<file path="src/rtl/ram_loader.sv">
// ram_loader: bus-master program loader for the 16-byte SAP RAM.
// Takes program bytes over a valid/ready handshake and drives the shared bus,
// the MAR load strobe and the RAM write strobe while busy.
// Optional readback checksum pass: define RAM_LOADER_VERIFY_EN to compile it in.
// When it is undefined, output_enable and error are tied low.
module ram_loader #(
  parameter int         LENGTH     = 16,
  parameter logic [3:0] START_ADDR = 4'd0
) (
  input  logic       clk,
  input  logic       clear,
  input  logic       start,
  input  logic [7:0] in_data,
  input  logic       in_valid,
  output logic       in_ready,
  input  logic [7:0] bus_in,
  output logic [7:0] bus_out,
  output logic       bus_drive,
  output logic       load_addr_reg,
  output logic       control_signal,
  output logic       output_enable,
  output logic       busy,
  output logic       done,
  output logic       error
);

  typedef enum logic [2:0] {
    S_IDLE,
    S_ADDR,
    S_WAIT_DATA,
    S_WRITE,
    S_NEXT
`ifdef RAM_LOADER_VERIFY_EN
    ,
    S_V_ADDR,
    S_V_READ,
    S_CHECK
`endif
  } state_t;

  localparam logic [3:0] LAST_IDX = 4'(LENGTH - 1);

  state_t     r_state;
  state_t     w_next;
  logic [3:0] r_index;
  logic [3:0] w_index_nx;
  logic [7:0] r_csum;
  logic [7:0] w_csum_nx;
  logic       r_done;
  logic       w_done_nx;
  logic       w_accept;
  logic       w_last;

  // Registered Moore outputs; r_bus_out doubles as the data register in WRITE.
  logic [7:0] r_bus_out;
  logic       r_bus_drive;
  logic       r_lar;
  logic       r_cs;
  logic       r_in_ready;
  logic       r_busy;
  logic [7:0] w_bus_out_nx;
  logic       w_drive_nx;
  logic       w_lar_nx;
  logic       w_cs_nx;
  logic       w_ready_nx;
  logic       w_oe_nx;
  logic [3:0] w_addr_nx;

`ifdef RAM_LOADER_VERIFY_EN
  logic [7:0] r_rsum;
  logic [7:0] w_rsum_nx;
  logic       r_error;
  logic       w_error_nx;
  logic       r_oe;
`else
  logic       w_unused_bus_in;
  assign w_unused_bus_in = ^bus_in;
`endif

  assign w_accept = in_valid & r_in_ready;
  assign w_last   = (r_index == LAST_IDX);

  // Next-state, index, checksum and sticky-flag logic.
  always_comb begin
    w_next     = r_state;
    w_index_nx = r_index;
    w_csum_nx  = r_csum;
    w_done_nx  = r_done;
`ifdef RAM_LOADER_VERIFY_EN
    w_rsum_nx  = r_rsum;
    w_error_nx = r_error;
`endif
    case (r_state)
      S_IDLE: begin
        if (start) begin
          w_next     = S_ADDR;
          w_index_nx = 4'd0;
          w_csum_nx  = 8'h00;
          w_done_nx  = 1'b0;
`ifdef RAM_LOADER_VERIFY_EN
          w_rsum_nx  = 8'h00;
          w_error_nx = 1'b0;
`endif
        end
      end
      S_ADDR: w_next = S_WAIT_DATA;
      S_WAIT_DATA: begin
        if (w_accept) begin
          w_next    = S_WRITE;
          w_csum_nx = r_csum + in_data;
        end
      end
      S_WRITE: w_next = S_NEXT;
      S_NEXT: begin
        if (w_last) begin
`ifdef RAM_LOADER_VERIFY_EN
          w_next     = S_V_ADDR;
          w_index_nx = 4'd0;
`else
          w_next    = S_IDLE;
          w_done_nx = 1'b1;
`endif
        end else begin
          w_next     = S_ADDR;
          w_index_nx = r_index + 4'd1;
        end
      end
`ifdef RAM_LOADER_VERIFY_EN
      S_V_ADDR: w_next = S_V_READ;
      S_V_READ: begin
        w_rsum_nx = r_rsum + bus_in;
        if (w_last) begin
          w_next = S_CHECK;
        end else begin
          w_next     = S_V_ADDR;
          w_index_nx = r_index + 4'd1;
        end
      end
      S_CHECK: begin
        w_error_nx = (r_rsum != r_csum);
        w_done_nx  = 1'b1;
        w_next     = S_IDLE;
      end
`endif
      default: w_next = S_IDLE;
    endcase
  end

  // Output decode from the next state so the registered strobes line up with the state.
  always_comb begin
    w_bus_out_nx = 8'h00;
    w_drive_nx   = 1'b0;
    w_lar_nx     = 1'b0;
    w_cs_nx      = 1'b0;
    w_ready_nx   = 1'b0;
    w_oe_nx      = 1'b0;
    w_addr_nx    = START_ADDR + w_index_nx;
    case (w_next)
      S_ADDR: begin
        w_bus_out_nx = {4'b0000, w_addr_nx};
        w_drive_nx   = 1'b1;
        w_lar_nx     = 1'b1;
      end
      S_WAIT_DATA: w_ready_nx = 1'b1;
      S_WRITE: begin
        // WRITE is only entered on an accepted byte, so in_data is the byte to write.
        w_bus_out_nx = in_data;
        w_drive_nx   = 1'b1;
        w_cs_nx      = 1'b1;
      end
`ifdef RAM_LOADER_VERIFY_EN
      S_V_ADDR: begin
        w_bus_out_nx = {4'b0000, w_addr_nx};
        w_drive_nx   = 1'b1;
        w_lar_nx     = 1'b1;
      end
      S_V_READ: w_oe_nx = 1'b1;
`endif
      default: w_bus_out_nx = 8'h00;
    endcase
  end

  // State, counters and output registers; clear aborts any sequence.
  always_ff @(posedge clk) begin
    if (clear) begin
      r_state     <= S_IDLE;
      r_index     <= 4'd0;
      r_csum      <= 8'h00;
      r_done      <= 1'b0;
      r_bus_out   <= 8'h00;
      r_bus_drive <= 1'b0;
      r_lar       <= 1'b0;
      r_cs        <= 1'b0;
      r_in_ready  <= 1'b0;
      r_busy      <= 1'b0;
`ifdef RAM_LOADER_VERIFY_EN
      r_rsum      <= 8'h00;
      r_error     <= 1'b0;
      r_oe        <= 1'b0;
`endif
    end else begin
      r_state     <= w_next;
      r_index     <= w_index_nx;
      r_csum      <= w_csum_nx;
      r_done      <= w_done_nx;
      r_bus_out   <= w_bus_out_nx;
      r_bus_drive <= w_drive_nx;
      r_lar       <= w_lar_nx;
      r_cs        <= w_cs_nx;
      r_in_ready  <= w_ready_nx;
      r_busy      <= (w_next != S_IDLE);
`ifdef RAM_LOADER_VERIFY_EN
      r_rsum      <= w_rsum_nx;
      r_error     <= w_error_nx;
      r_oe        <= w_oe_nx;
`endif
    end
  end

  assign bus_out        = r_bus_out;
  assign bus_drive      = r_bus_drive;
  assign load_addr_reg  = r_lar;
  assign control_signal = r_cs;
  assign in_ready       = r_in_ready;
  assign busy           = r_busy;
  assign done           = r_done;
`ifdef RAM_LOADER_VERIFY_EN
  assign output_enable  = r_oe;
  assign error          = r_error;
`else
  assign output_enable  = 1'b0;
  assign error          = 1'b0;
`endif

endmodule

</file>
<file path="config.mk">
export PLATFORM = sky130hd
export DESIGN_NAME = ram_loader
export DESIGN_NICKNAME = d
export VERILOG_FILES = /design/src/rtl/ram_loader.sv
export SDC_FILE = /design/constraint.sdc
export NUM_CORES = 1
export LEC_CHECK = 0
export BUFFER_PORTS_ARGS = -buffer_cell sky130_fd_sc_hd__buf_4
export CORE_MARGIN = 8
export CORE_UTILIZATION = 43
export DETAILED_ROUTE_END_ITERATION = 8
export GPL_TIMING_DRIVEN = 0
export PLACE_DENSITY_LB_ADDON = 0.15
export SYNTH_ARGS = -nofsm -noshare
export SYNTH_HDL_FRONTEND = slang
export SYNTH_SLANG_ARGS = --single-unit
</file>
<file path="constraint.sdc">
create_clock -name clk -period 1.86 [get_ports clk]
set_input_delay 0.372 -clock clk [delete_from_list [all_inputs] [get_ports clk]]
set_output_delay 0.372 -clock clk [all_outputs]
set_load 0.05 [all_outputs]
</file>
# Word level (Yosys, flattened, before mapping)
# Cells that the tools add are included.
[totals]
word_cells = 41
register_bits = 21
inputBits = 20
[classes]
reduce_logical = 5
n_addsub = 1
bitwise = 1
n_eq_ne = 10
n_mux = 15
[ops]
columns = ["op", "count"]
rows = [
  ["$pmux 8 s2", 1],
  ["$pmux 3 s5", 1],
  ["$eq 3x2->1 const B", 4],
  ["$mux 4", 2],
  ["$pmux 4 s2", 1],
  ["$mux 1", 7],
  ["$eq 3x1->1 const B", 2],
  ["$mux 3", 2],
  ["$add 4x1->4 const B", 1],
  ["$eq 4x4->1 const B", 1],
  ["$ne 2x2->1 const B", 2],
  ["$eq 3x3->1 const B", 1],
  ["$logic_not 3->1", 1],
  ["$reduce_and 3->1", 1],
  ["$reduce_bool 3->1", 1],
  ["$pmux 1 s2", 1],
  ["$reduce_bool 2->1", 1],
  ["$reduce_or 2->1", 1],
  ["$and 1x1->1", 1],
]

# Depth between registers and ports, before layout
# Gate-level depths: netlist (run 1).
[logic_depth]
word_depth = 6
mapped_depth = 6
mapped_depth_nobuf = 5

# Least setup slack after synthesis (run 1)
# Ideal clock, no wire load.
[synth_timing]
path_kind = "reg2reg"
start = "register r_in_ready, in the netlist in_ready"
end = "register r_bus_out[2], in the netlist bus_out[2]"
setup_time_ns = 0.060
setup_slack_ns = 0.275
n_path_buf = 1
path_stages_with_launch = 6
arrival_ns = 1.525
required_ns = 1.800
cell_sequence = "dfxtp_1 nand2_1 a211oi_2 and2_0 clkbuf_2 a22o_1"
[synth_between]
elab_chain_cells = 5
elab_cells_between_ends = 6
[synth_lines]
columns = ["element", "line_no", "text"]
rows = [
  ["from (decl)", "59", "logic r_in_ready;"],
  ["from (signal assigned)", "210", "r_in_ready <= w_ready_nx;"],
  ["$and 1x1->1 (*)", "80", "assign w_accept = in_valid & r_in_ready;"],
  ["$mux 3 (*)", "108", "if (w_accept) begin"],
  ["$pmux 3 s5 (*)", "93", "case (r_state)"],
  ["$eq 3x2->1 or $eq 3x1->1 (tied branches)", "158", "case (w_next)"],
  ["$pmux 8 s2 (*)", "158", ""],
  ["to (signal assigned)", "206", "r_bus_out <= w_bus_out_nx;"],
  ["to (decl)", "55", "logic [7:0] r_bus_out;"],
]
# Every way passes the cells marked *; elsewhere a longest branch is shown, timed or not.
# A chain may end at the register's enable or synchronous reset.

# Worst setup path after layout (run 1)
[layout_timing]
start = "register r_state[1]"
end = "register r_bus_out[0], in the netlist bus_out[0]"
[layout_between]
elab_chain_cells = 4
elab_cells_between_ends = 12
[layout_lines]
columns = ["element", "line_no", "text"]
rows = [
  ["from (decl)", "43", "state_t r_state;"],
  ["from (signal assigned)", "202", "r_state <= w_next;"],
  ["$eq 3x3->1 (tied with other cells)", "93", ""],
  ["$pmux 3 s5", "93", ""],
  ["$eq 3x2->1 or $eq 3x1->1 (tied branches)", "158", ""],
  ["$pmux 8 s2 (*)", "158", ""],
]
# Marked as above.

==> qor.txt, run 1 <==
=================================================================================================
Slowest cell on crit path .......................................................... sky130_fd_sc_hd__a211oi_2
Post-Place Worst Slack .............................................................     0.281 ns
Area Growth Syn to Fin .............................................................        30.0%
Number of antenna cells inserted ...................................................            0
Worst hold stages ..................................................................            2
Clock network latency to the later pin of the worst-skew pair ......................      0.29 ns
Startpoint type of the worst setup path ............................................     register
Number of port buffers .............................................................           25
Cell Count Post-Placement ..........................................................          140
Register area share after synthesis ................................................        0.501
Switching power total ..............................................................       321 uW
Share of flip-flops with an asynchronous set or reset after synthesis ..............            0
Average cell area after synthesis ..................................................    9.64 um^2
Number of vias in the routed layout ................................................          726
Overall power after layout .........................................................       986 uW
Clock-pin transition on the worst setup and hold timing paths ......................      0.11 ns
Maximum VDD drop ...................................................................     0.408 mV
Skew final .........................................................................   0.00351 ns
Internal Power .....................................................................       665 uW
Routability-driven placement congestion ratio ......................................        0.853
GR Overflow Total ..................................................................            0
Chip width .........................................................................      60.2 um
Finished Core Util .................................................................        0.573
Dominant register cell in the synthesized netlist .................................. sky130_fd_sc_hd__dfxtp_1
Resized Gates After CTS ............................................................            0
Number of antenna violations at the first check in global routing ..................            0
Startpoint of the most critical hold path ..........................................        clear
Number of top-level design ports ...................................................           36
Unrepaired setup endpoints after global routing ....................................           no
Period utilization .................................................................        0.857
Clk network pwr share ..............................................................        0.208
Slack of the critical path .........................................................     0.266 ns
H-Tree Level Count .................................................................            1
Power density of the placed cells ..................................................  905 nW/um^2
Max-cap violation count ............................................................            0
Maximum count of clock buffers along a single path .................................            2
# DRC ..............................................................................            0
Number of inserted filler cells in the final layout ................................          191
Worst R2R Path Depth ...............................................................            6
Die Footprint ......................................................................    3620 um^2
Final setup violation count ........................................................            0
Number of nets in the layout .......................................................          139
Area taken by multi-input logic gates ..............................................     369 um^2
Global-route wire length before repair .............................................      3040 um
Cell at the root of the clock tree ................................................. sky130_fd_sc_hd__clkbuf_4
Register-to-Register Setup Slack ...................................................      0.27 ns
Routed length per placed instance ..................................................      12.6 um
Cts-stage hold buffer count ........................................................            0
Starting density of the core .......................................................        0.441
Final hold violation count .........................................................            0
Critical-path cell list ............................................................ buf_2, nor3_1, a211oi_2, and2_0, clkbuf_2, a22o_1
Highest attainable clock frequency .................................................    0.627 GHz
Run status ......................................................................... complete, no violations
Per-cell via count in the routed design ............................................         5.04
DRC marker count from the first detailed-route iteration ...........................            7
Commonest non-fill, non-tap cell in the layout ..................................... sky130_fd_sc_hd__buf_4
Comb pwr share .....................................................................        0.292
Maximum fanout encountered on the critical timing path .............................           10
Final design area excluding fillers ................................................    1090 um^2
Number of distinct library cell variants in the gate-level netlist after synthesis .           34
Clock Sinks ........................................................................           21
Number of post-CTS setup repair buffers ............................................            0
Row count ..........................................................................           16
Hold slack final ...................................................................     0.273 ns
Layout cells sized above 1 .........................................................        0.333
CP Launch Point ....................................................................   r_state[1]
Max stage delay on crit path .......................................................      0.45 ns
Detailed Place HPWL ................................................................      1430 um
Critical path endpoint category ....................................................     register
Worst min path class ............................................................... input pin to register
Critical Setup Path Class .......................................................... register to register
Worst Path Arrival .................................................................      1.83 ns
Detailed Routing Iterations Pass 1 .................................................            7
Final sum of negative setup slack ..................................................         0 ns
Destination of the worst hold path .................................................   r_state[1]
Antenna violation net count after detailed routing .................................            0
GRT Overall Usage ..................................................................        0.109
CTS buffer count ...................................................................            3
Netlist Area Pre-Place .............................................................     838 um^2
Static Leak ........................................................................     0.478 nW
Finished Layout Cells ..............................................................          144
Highest-count cells in the layout ignoring fill and taps ........................... sky130_fd_sc_hd__buf_4, sky130_fd_sc_hd__dfxtp_1, sky130_fd_sc_hd__nor3_1
Share of total power consumed by net switching .....................................        0.326
Count of synthesis-stage warnings from yosys .......................................            0
Number of flip-flops in the largest register .......................................            8
Flop and latch count out of synthesis ..............................................           21
Gate count after technology mapping ................................................           87
Sequential Area ....................................................................     420 um^2
Launch point of the worst reg-to-reg path ..........................................   r_state[1]
Number of global-route vias before repair ..........................................          693
Required arrival time at the worst endpoint ........................................      2.10 ns
DP Area ............................................................................    1060 um^2
CORE AREA ..........................................................................    1900 um^2
Capture instance of the worst register-to-register path ............................   bus_out[0]
EDFF count, synth ..................................................................            0
Total count of max-transition violations in the final report .......................            0
Aggregate routed wire length .......................................................      1820 um
Reg power frac .....................................................................        0.500
Maximum number of pins on one net before global-route repair .......................           12
Die height .........................................................................      60.2 um
TritonCTS clock tree ...............................................................          yes
Final worst path period need .......................................................      1.59 ns
=================================================================================================
==> synthesized netlist by cell type, drive strengths merged, types with 2 or more instances <==
library cell	instances	area share
dfxtp	21	0.50
nor3	8	0.054
a21oi	6	0.040
and3	6	0.045
nand2	6	0.027
buf	5	0.043
a22o	4	0.042
and2	4	0.030
clkbuf	3	0.015
o21ai	3	0.018
a211oi	2	0.024
nand3	2	0.012
nor2	2	0.0090
nor4	2	0.015
or3b	2	0.024
==> per-layer routing <==
| layer | global-route usage | share of wire |
|---|---|---|
| met1 | 0.122 | 0.41 |
| met2 | 0.188 | 0.47 |
| met3 | 0.0387 | 0.11 |
| met4 | 0.0306 | 0.010 |
| met5 | 0 | 0 |
==> power groups by stage <==
stage | clock (mW) | sequential (mW) | combinational [mW]
3_5_place_dp | 0 | 0.504 | 0.288
4_1_cts | 0.216 | 0.494 | 0.289
5_1_grt | 0.239 | 0.497 | 0.307
2_1_floorplan | 0 | 0.595 | 0.113
6_report | 0.205 | 0.493 | 0.288
3_3_place_gp | 0 | 0.503 | 0.286
==> critical path, delay by kind of cell (launching register included) <==
kind	cells	cell delay (ns)
compound gates	2	0.59
flops	1	0.32
buf+inv	2	0.35
simple gates	2	0.28
==> kinds of logic after synthesis <==
group           after synthesis  synth area share
compound gates               19             0.163
xor+xnor                      1            0.0104
fa+ha+maj                     1            0.0149
buf+inv                       9            0.0627
flops                        21             0.501
mux                           1            0.0119
other cells                   1           0.00447
simple gates                 34             0.231
==> final cells by class <==
| cell class | count | area share |
|---|---|---|
| Tap cell | 27 | 0.0310 |
| Buffer | 8 | 0.0448 |
| Inverter | 1 | 0.00344 |
| Clock buffer | 4 | 0.0241 |
| Timing Repair Buffer | 25 | 0.172 |
| Sequential cell | 21 | 0.386 |
| Multi-Input combinational cell | 58 | 0.339 |
==> worst max path at each step <==
stage | to | slack, ns | cells after the start
5_1_grt | bus_out[3] | 0.12 | 5
6_report | bus_out[0] | 0.27 | 6
2_1_floorplan | bus_out[2] | 0.28 | 5
4_1_cts | bus_out[2] | 0.26 | 5
3_3_place_gp | bus_out[2] | 0.31 | 5
3_5_place_dp | bus_out[2] | 0.28 | 5
Note: power is estimated with default switching activity, not from simulation.
==> run 2, diff against run 1 <==
REMOVE_ABC_BUFFERS = 1   (was not set)
==> run 2 against run 1 <==
Against the previous run:
- combinational power is 13% lower
- routed wire length decreased by 3.2%
- via count shrank 2.5%
- sequential power up 4.3%
- clock skew is 0.00095 ns higher
- sequential share of layout area increased by 1.8 points
- critical endpoint is now bus_out[1]
- largest cell class unchanged
- largest power group unchanged
==> qor.txt, run 2 (synthesis results as in run 1) <==
================================================================================
Cell Count Post-Placement .........................................          132
GR Overflow Total .................................................            0
DRC marker count from the first detailed-route iteration ..........           16
Number of nets in the layout ......................................          131
Layout cells sized above 1 ........................................        0.312
Global-route wire length before repair ............................      2880 um
Highest attainable clock frequency ................................    0.605 GHz
Capture instance of the worst register-to-register path ...........   bus_out[1]
Finished Core Util ................................................        0.548
Final setup violation count .......................................            0
Worst-Margin Slew .................................................     0.491 ns
Required arrival time at the worst endpoint .......................      2.11 ns
Starting density of the core ......................................        0.441
Chip width ........................................................      60.2 um
Max-cap violation count ...........................................            0
Final sum of negative setup slack .................................         0 ns
# DRC .............................................................            0
Startpoint of the most critical hold path .........................   in_data[2]
Area Growth Syn to Fin ............................................        24.3%
Headroom to the max-slew limit ....................................        0.669
Final worst path period need ......................................      1.65 ns
Resized Gates After CTS ...........................................            0
Destination of the worst hold path ................................   bus_out[2]
Clock-pin transition on the worst setup and hold timing paths .....      0.12 ns
Number of vias in the routed layout ...............................          708
Power density of the placed cells .................................  943 nW/um^2
Number of antenna cells inserted ..................................            0
GRT Overall Usage .................................................        0.103
Skew final ........................................................   0.00446 ns
Launch point of the worst reg-to-reg path .........................   r_state[2]
Worst hold stages .................................................            2
Number of top-level design ports ..................................           36
Number of flip-flops in the largest register ......................            8
Number of global-route vias before repair .........................          660
Number of inserted filler cells in the final layout ...............          187
TritonCTS clock tree ..............................................          yes
Number of post-CTS setup repair buffers ...........................            0
Overall power after layout ........................................       983 uW
Routability-driven placement congestion ratio .....................        0.816
Aggregate routed wire length ......................................      1760 um
Detailed Routing Iterations Pass 1 ................................            4
Worst min path class .............................................. input pin to register
Post-Place Worst Slack ............................................     0.171 ns
Finished Layout Cells .............................................          136
Static Leak .......................................................     0.447 nW
Maximum number of pins on one net before global-route repair ......           13
Die height ........................................................      60.2 um
Startpoint type of the worst setup path ...........................     register
Critical path endpoint category ...................................     register
Commonest non-fill, non-tap cell in the layout .................... sky130_fd_sc_hd__buf_4
CP Launch Point ...................................................   r_state[2]
Maximum fanout encountered on the critical timing path ............           12
Critical Setup Path Class ......................................... register to register
Clock network latency to the later pin of the worst-skew pair .....      0.30 ns
Maximum count of clock buffers along a single path ................            2
Routed length per placed instance .................................      12.9 um
Period utilization ................................................        0.889
Total count of max-transition violations in the final report ......            0
Die Footprint .....................................................    3620 um^2
Final hold violation count ........................................            0
Row count .........................................................           16
Antenna violation net count after detailed routing ................            0
H-Tree Level Count ................................................            1
Slack of the critical path ........................................     0.207 ns
Register-to-Register Setup Slack ..................................      0.21 ns
Number of antenna violations at the first check in global routing .            0
Detailed Place HPWL ...............................................      1280 um
Clock Sinks .......................................................           21
Worst Path Arrival ................................................      1.91 ns
Run status ........................................................ complete, no violations
CTS buffer count ..................................................            3
CORE AREA .........................................................    1900 um^2
Cell at the root of the clock tree ................................ sky130_fd_sc_hd__clkbuf_4
Cts-stage hold buffer count .......................................            0
Worst R2R Path Depth ..............................................            4
Per-cell via count in the routed design ...........................         5.21
Unrepaired setup endpoints after global routing ...................           no
Maximum VDD drop ..................................................     0.386 mV
Number of port buffers ............................................           25
Highest-count cells in the layout ignoring fill and taps .......... sky130_fd_sc_hd__buf_4, sky130_fd_sc_hd__dfxtp_1, sky130_fd_sc_hd__nor3_1
================================================================================
run 2: changes by cell type in the layout (fill, tap and decap cells not counted):
cell / before / now
sky130_fd_sc_hd__buf_2: 2 / 0
sky130_fd_sc_hd__clkbuf_1: 3 / 0
sky130_fd_sc_hd__buf_4: 27 / 25
sky130_fd_sc_hd__clkbuf_2: 1 / 0
sky130_fd_sc_hd__clkinv_2: 0 / 1
sky130_fd_sc_hd__buf_6: 1 / 0
run 2: how the worst max path moves through the flow:
stage / cells after the start / endpoint
after floorplan: 4 / bus_out[2]
after global placement: 4 / bus_out[3]
after detailed placement: 4 / bus_out[1]
after CTS: 4 / bus_out[1]
after global routing: 4 / bus_out[0]
final: 4 / bus_out[1]
run 2: power by group:
| part | internal (mW) | leakage, nW | switching [mW] |
|---|---|---|---|
| Clock | 0.0802 | 0.0177 | 0.137 |
| Combinational | 0.0866 | 0.258 | 0.165 |
| Sequential | 0.484 | 0.171 | 0.0301 |
| Total | 0.651 | 0.447 | 0.333 |
run 2: through the flow:
step | cell area [um^2] | hold slack [ns]
final | 1040 | 0.278
after global routing | 1040 | 0.272
after CTS | 1040 | 0.271
after detailed placement | 1010 | 0.463
after global placement | 1010 | 0.460
after floorplan | 793 | 0.434
run 2: worst max-delay path, cell delays in order (launching register included):
cell                       delay [ns]
sky130_fd_sc_hd__dfxtp_1         0.58
sky130_fd_sc_hd__nor3_1          0.12
sky130_fd_sc_hd__a211oi_2        0.41
sky130_fd_sc_hd__and2_0          0.32
sky130_fd_sc_hd__a22o_1          0.18
run 2: cell type report:
type,instances,area (um^2),share of cell area
Clock inverter,1,5.00,0.00480
Inverter,1,3.75,0.00360
Tap cell,27,33.8,0.0324
Sequential cell,21,420,0.403
Clock buffer,3,22.5,0.0216
Timing Repair Buffer,25,188,0.180
Multi-Input combinational cell,58,369,0.354
run 2: layer usage:
| metal | track usage | routed length, um |
|---|---|---|
| met1 | 0.123 | 737 |
| met2 | 0.157 | 788 |
| met5 | 0 | 0 |
| met3 | 0.0366 | 201 |
| met4 | 0.0510 | 29 |
==> run 3, diff against run 2 <==
ABC_AREA = 1   (was not set)
==> run 3 against run 2 <==
Against the previous run:
- power shrank 18%
- maximum frequency grew 28%
- highest routed layer is now met3
- synthesized cell count grew 20%
- critical path type unchanged
- final cell count grew 15%
- sequential power shrank 8.6%
- clock skew grew 0.0078 ns
==> qor.txt, run 3 <==
=================================================================================================
Cell Count Post-Placement ..........................................................          153
Run status ......................................................................... complete, no violations
Per-cell via count in the routed design ............................................         4.45
Unrepaired setup endpoints after global routing ....................................           no
Highest-count cells in the layout ignoring fill and taps ........................... sky130_fd_sc_hd__nand2_1, sky130_fd_sc_hd__buf_4, sky130_fd_sc_hd__dfxtp_1
Number of antenna cells inserted ...................................................            0
Max-cap violation count ............................................................            0
Die Footprint ......................................................................    3740 um^2
Startpoint of the most critical hold path ..........................................   in_data[3]
Routed length per placed instance ..................................................      10.6 um
Starting density of the core .......................................................        0.451
Count of synthesis-stage warnings from yosys .......................................            0
Routability-driven placement congestion ratio ......................................        0.825
List of most frequent post-synthesis cells ......................................... sky130_fd_sc_hd__nand2_1, sky130_fd_sc_hd__dfxtp_1, sky130_fd_sc_hd__nor2_1
GRT Overall Usage ..................................................................       0.0967
EDFF count, synth ..................................................................            0
Worst hold stages ..................................................................            3
Slowest cell on crit path .......................................................... sky130_fd_sc_hd__dfxtp_1
Number of distinct library cell variants in the gate-level netlist after synthesis .           24
Number of post-CTS setup repair buffers ............................................            0
Register-to-Register Setup Slack ...................................................      0.56 ns
Final hold violation count .........................................................            0
Detailed Routing Iterations Pass 1 .................................................            5
GR Overflow Total ..................................................................            0
Row count ..........................................................................           16
Number of vias in the routed layout ................................................          699
Dominant cell type by area after synthesis ......................................... sky130_fd_sc_hd__dfxtp_1
Area Growth Syn to Fin .............................................................        26.0%
Register area share after synthesis ................................................        0.480
Power density of the placed cells ..................................................  734 nW/um^2
Maximum count of clock buffers along a single path .................................            2
Cell at the root of the clock tree ................................................. sky130_fd_sc_hd__clkbuf_4
Number of global-route vias before repair ..........................................          648
Layout cells sized above 1 .........................................................        0.362
Clock network latency to the later pin of the worst-skew pair ......................      0.30 ns
Worst Path Arrival .................................................................      1.47 ns
Flop and latch count out of synthesis ..............................................           21
Worst R2R Path Depth ...............................................................            6
CTS buffer count ...................................................................            3
Hold slack final ...................................................................     0.264 ns
Number of top-level design ports ...................................................           36
Worst min path class ............................................................... input pin to register
Launch point of the worst reg-to-reg path ..........................................   r_index[0]
Destination of the worst hold path .................................................   bus_out[3]
CORE AREA ..........................................................................    1940 um^2
Global-route wire length before repair .............................................      2770 um
H-Tree Level Count .................................................................            1
Static Leak ........................................................................     0.513 nW
Number of antenna violations at the first check in global routing ..................            0
Max stage delay on crit path .......................................................      0.40 ns
Maximum fanout encountered on the critical timing path .............................            7
Number of nets in the layout .......................................................          152
Finished Layout Cells ..............................................................          157
Clock-pin transition on the worst setup and hold timing paths ......................      0.12 ns
Aggregate routed wire length .......................................................      1670 um
Dominant register cell in the synthesized netlist .................................. sky130_fd_sc_hd__dfxtp_1
Critical-path cell list ............................................................ ha_1, nand3_2, nand3_4, nand3_2, nor2_1, nor2_1
Total count of max-transition violations in the final report .......................            0
Required arrival time at the worst endpoint ........................................      2.04 ns
Top Family by Delay on Critical Path ............................................... simple AND/OR/NAND/NOR gates
Detailed Place HPWL ................................................................      1320 um
Final worst path period need .......................................................      1.30 ns
Library cell with the highest instance count after synthesis ....................... sky130_fd_sc_hd__nand2_1
Skew final .........................................................................    0.0122 ns
Gate count after technology mapping ................................................          104
Cts-stage hold buffer count ........................................................            0
Synth top area cells ............................................................... sky130_fd_sc_hd__dfxtp_1, sky130_fd_sc_hd__nand2_1, sky130_fd_sc_hd__a21oi_2
Startpoint type of the worst setup path ............................................     register
Proportion of netlist area held by the largest area contributor ....................        0.480
Capture instance of the worst register-to-register path ............................         busy
TritonCTS clock tree ...............................................................          yes
DRC marker count from the first detailed-route iteration ...........................           12
Final setup violation count ........................................................            0
Final sum of negative setup slack ..................................................         0 ns
Chip width .........................................................................      61.1 um
Commonest non-fill, non-tap cell in the layout ..................................... sky130_fd_sc_hd__nand2_1
Maximum VDD drop ...................................................................     0.392 mV
Netlist Area Pre-Place .............................................................     876 um^2
# DRC ..............................................................................            0
Resized Gates After CTS ............................................................            0
Critical path endpoint category ....................................................     register
Number of flip-flops in the largest register .......................................            8
Critical Setup Path Class .......................................................... register to register
Average cell area after synthesis ..................................................    8.42 um^2
Highest attainable clock frequency .................................................    0.771 GHz
Period utilization .................................................................        0.697
Antenna violation net count after detailed routing .................................            0
Share of flip-flops with an asynchronous set or reset after synthesis ..............            0
Number of buffers and inverters on the critical path ...............................            0
Die height .........................................................................      61.1 um
Number of port buffers .............................................................           25
Maximum number of pins on one net before global-route repair .......................           19
Clock Sinks ........................................................................           21
=================================================================================================
-- run 3: cell count changes in the layout (fill, tap and decap cells not counted), sizes merged, moves of 6 or more --
cell and change:
nand2 +23, nor2 +10, inv +9, and3 -6, nand3 +6, nor3 -6
-- run 3: report_power, final --
group	internal (mW)	switching, mW	total (mW)
Sequential	0.462	0.00786	0.470
Combinational	0.0427	0.0841	0.127
Clock	0.0799	0.133	0.213
Total	0.585	0.225	0.810
-- run 3: per-stage QoR --
stage / power, mW / cell area, um^2 / util / setup WS [ns]
floorplan: 0.562 / 855 / - / 0.619
global placement: 0.607 / 1080 / 0.554 / 0.634
detailed placement: 0.608 / 1080 / 0.554 / 0.604
CTS: 0.824 / 1100 / 0.568 / 0.577
global route: 0.857 / 1100 / 0.568 / 0.459
finish: 0.810 / 1100 / 0.568 / 0.564
-- run 3: worst min-delay path, delay by kind of cell --
family / cells / cell delay [ns]
buf+inv: 1 / 0.08
simple gates: 2 / 0.09
-- run 3: kinds of logic after synthesis --
group	count (synthesis)	synth area share
flops	21	0.480
other cells	1	0.00428
xor+xnor	1	0.0100
buf+inv	15	0.0771
compound gates	14	0.113
simple gates	51	0.301
fa+ha+maj	1	0.0143
-- run 3: routing by layer --
layer / vias to the layer above / track usage / part of all wire
met5: - / 0 / 0
met4: 0 / 0.0299 / 0
met3: 0 / 0.0251 / 0.050
met2: 12 / 0.164 / 0.52
met1: 312 / 0.115 / 0.43
li1: 375 / - / -
-- run 3: cell type report --
cell class	count	area [um^2]
Multi-Input combinational cell	69	392
Clock inverter	1	5.00
Clock buffer	3	22.5
Inverter	11	42.5
Fill cell	193	838
Sequential cell	21	420
Timing Repair Buffer	25	188
Tap cell	27	33.8
-- run 3: worst max path at each step --
stage	from	to	slack (ns)	cells after the start
floorplan	in_ready	bus_out[0]	0.62	6
global placement	r_index[0]	busy	0.63	6
detailed placement	r_index[0]	busy	0.60	6
CTS	r_index[0]	busy	0.58	6
global route	r_index[0]	busy	0.46	6
finish	r_index[0]	busy	0.56	6
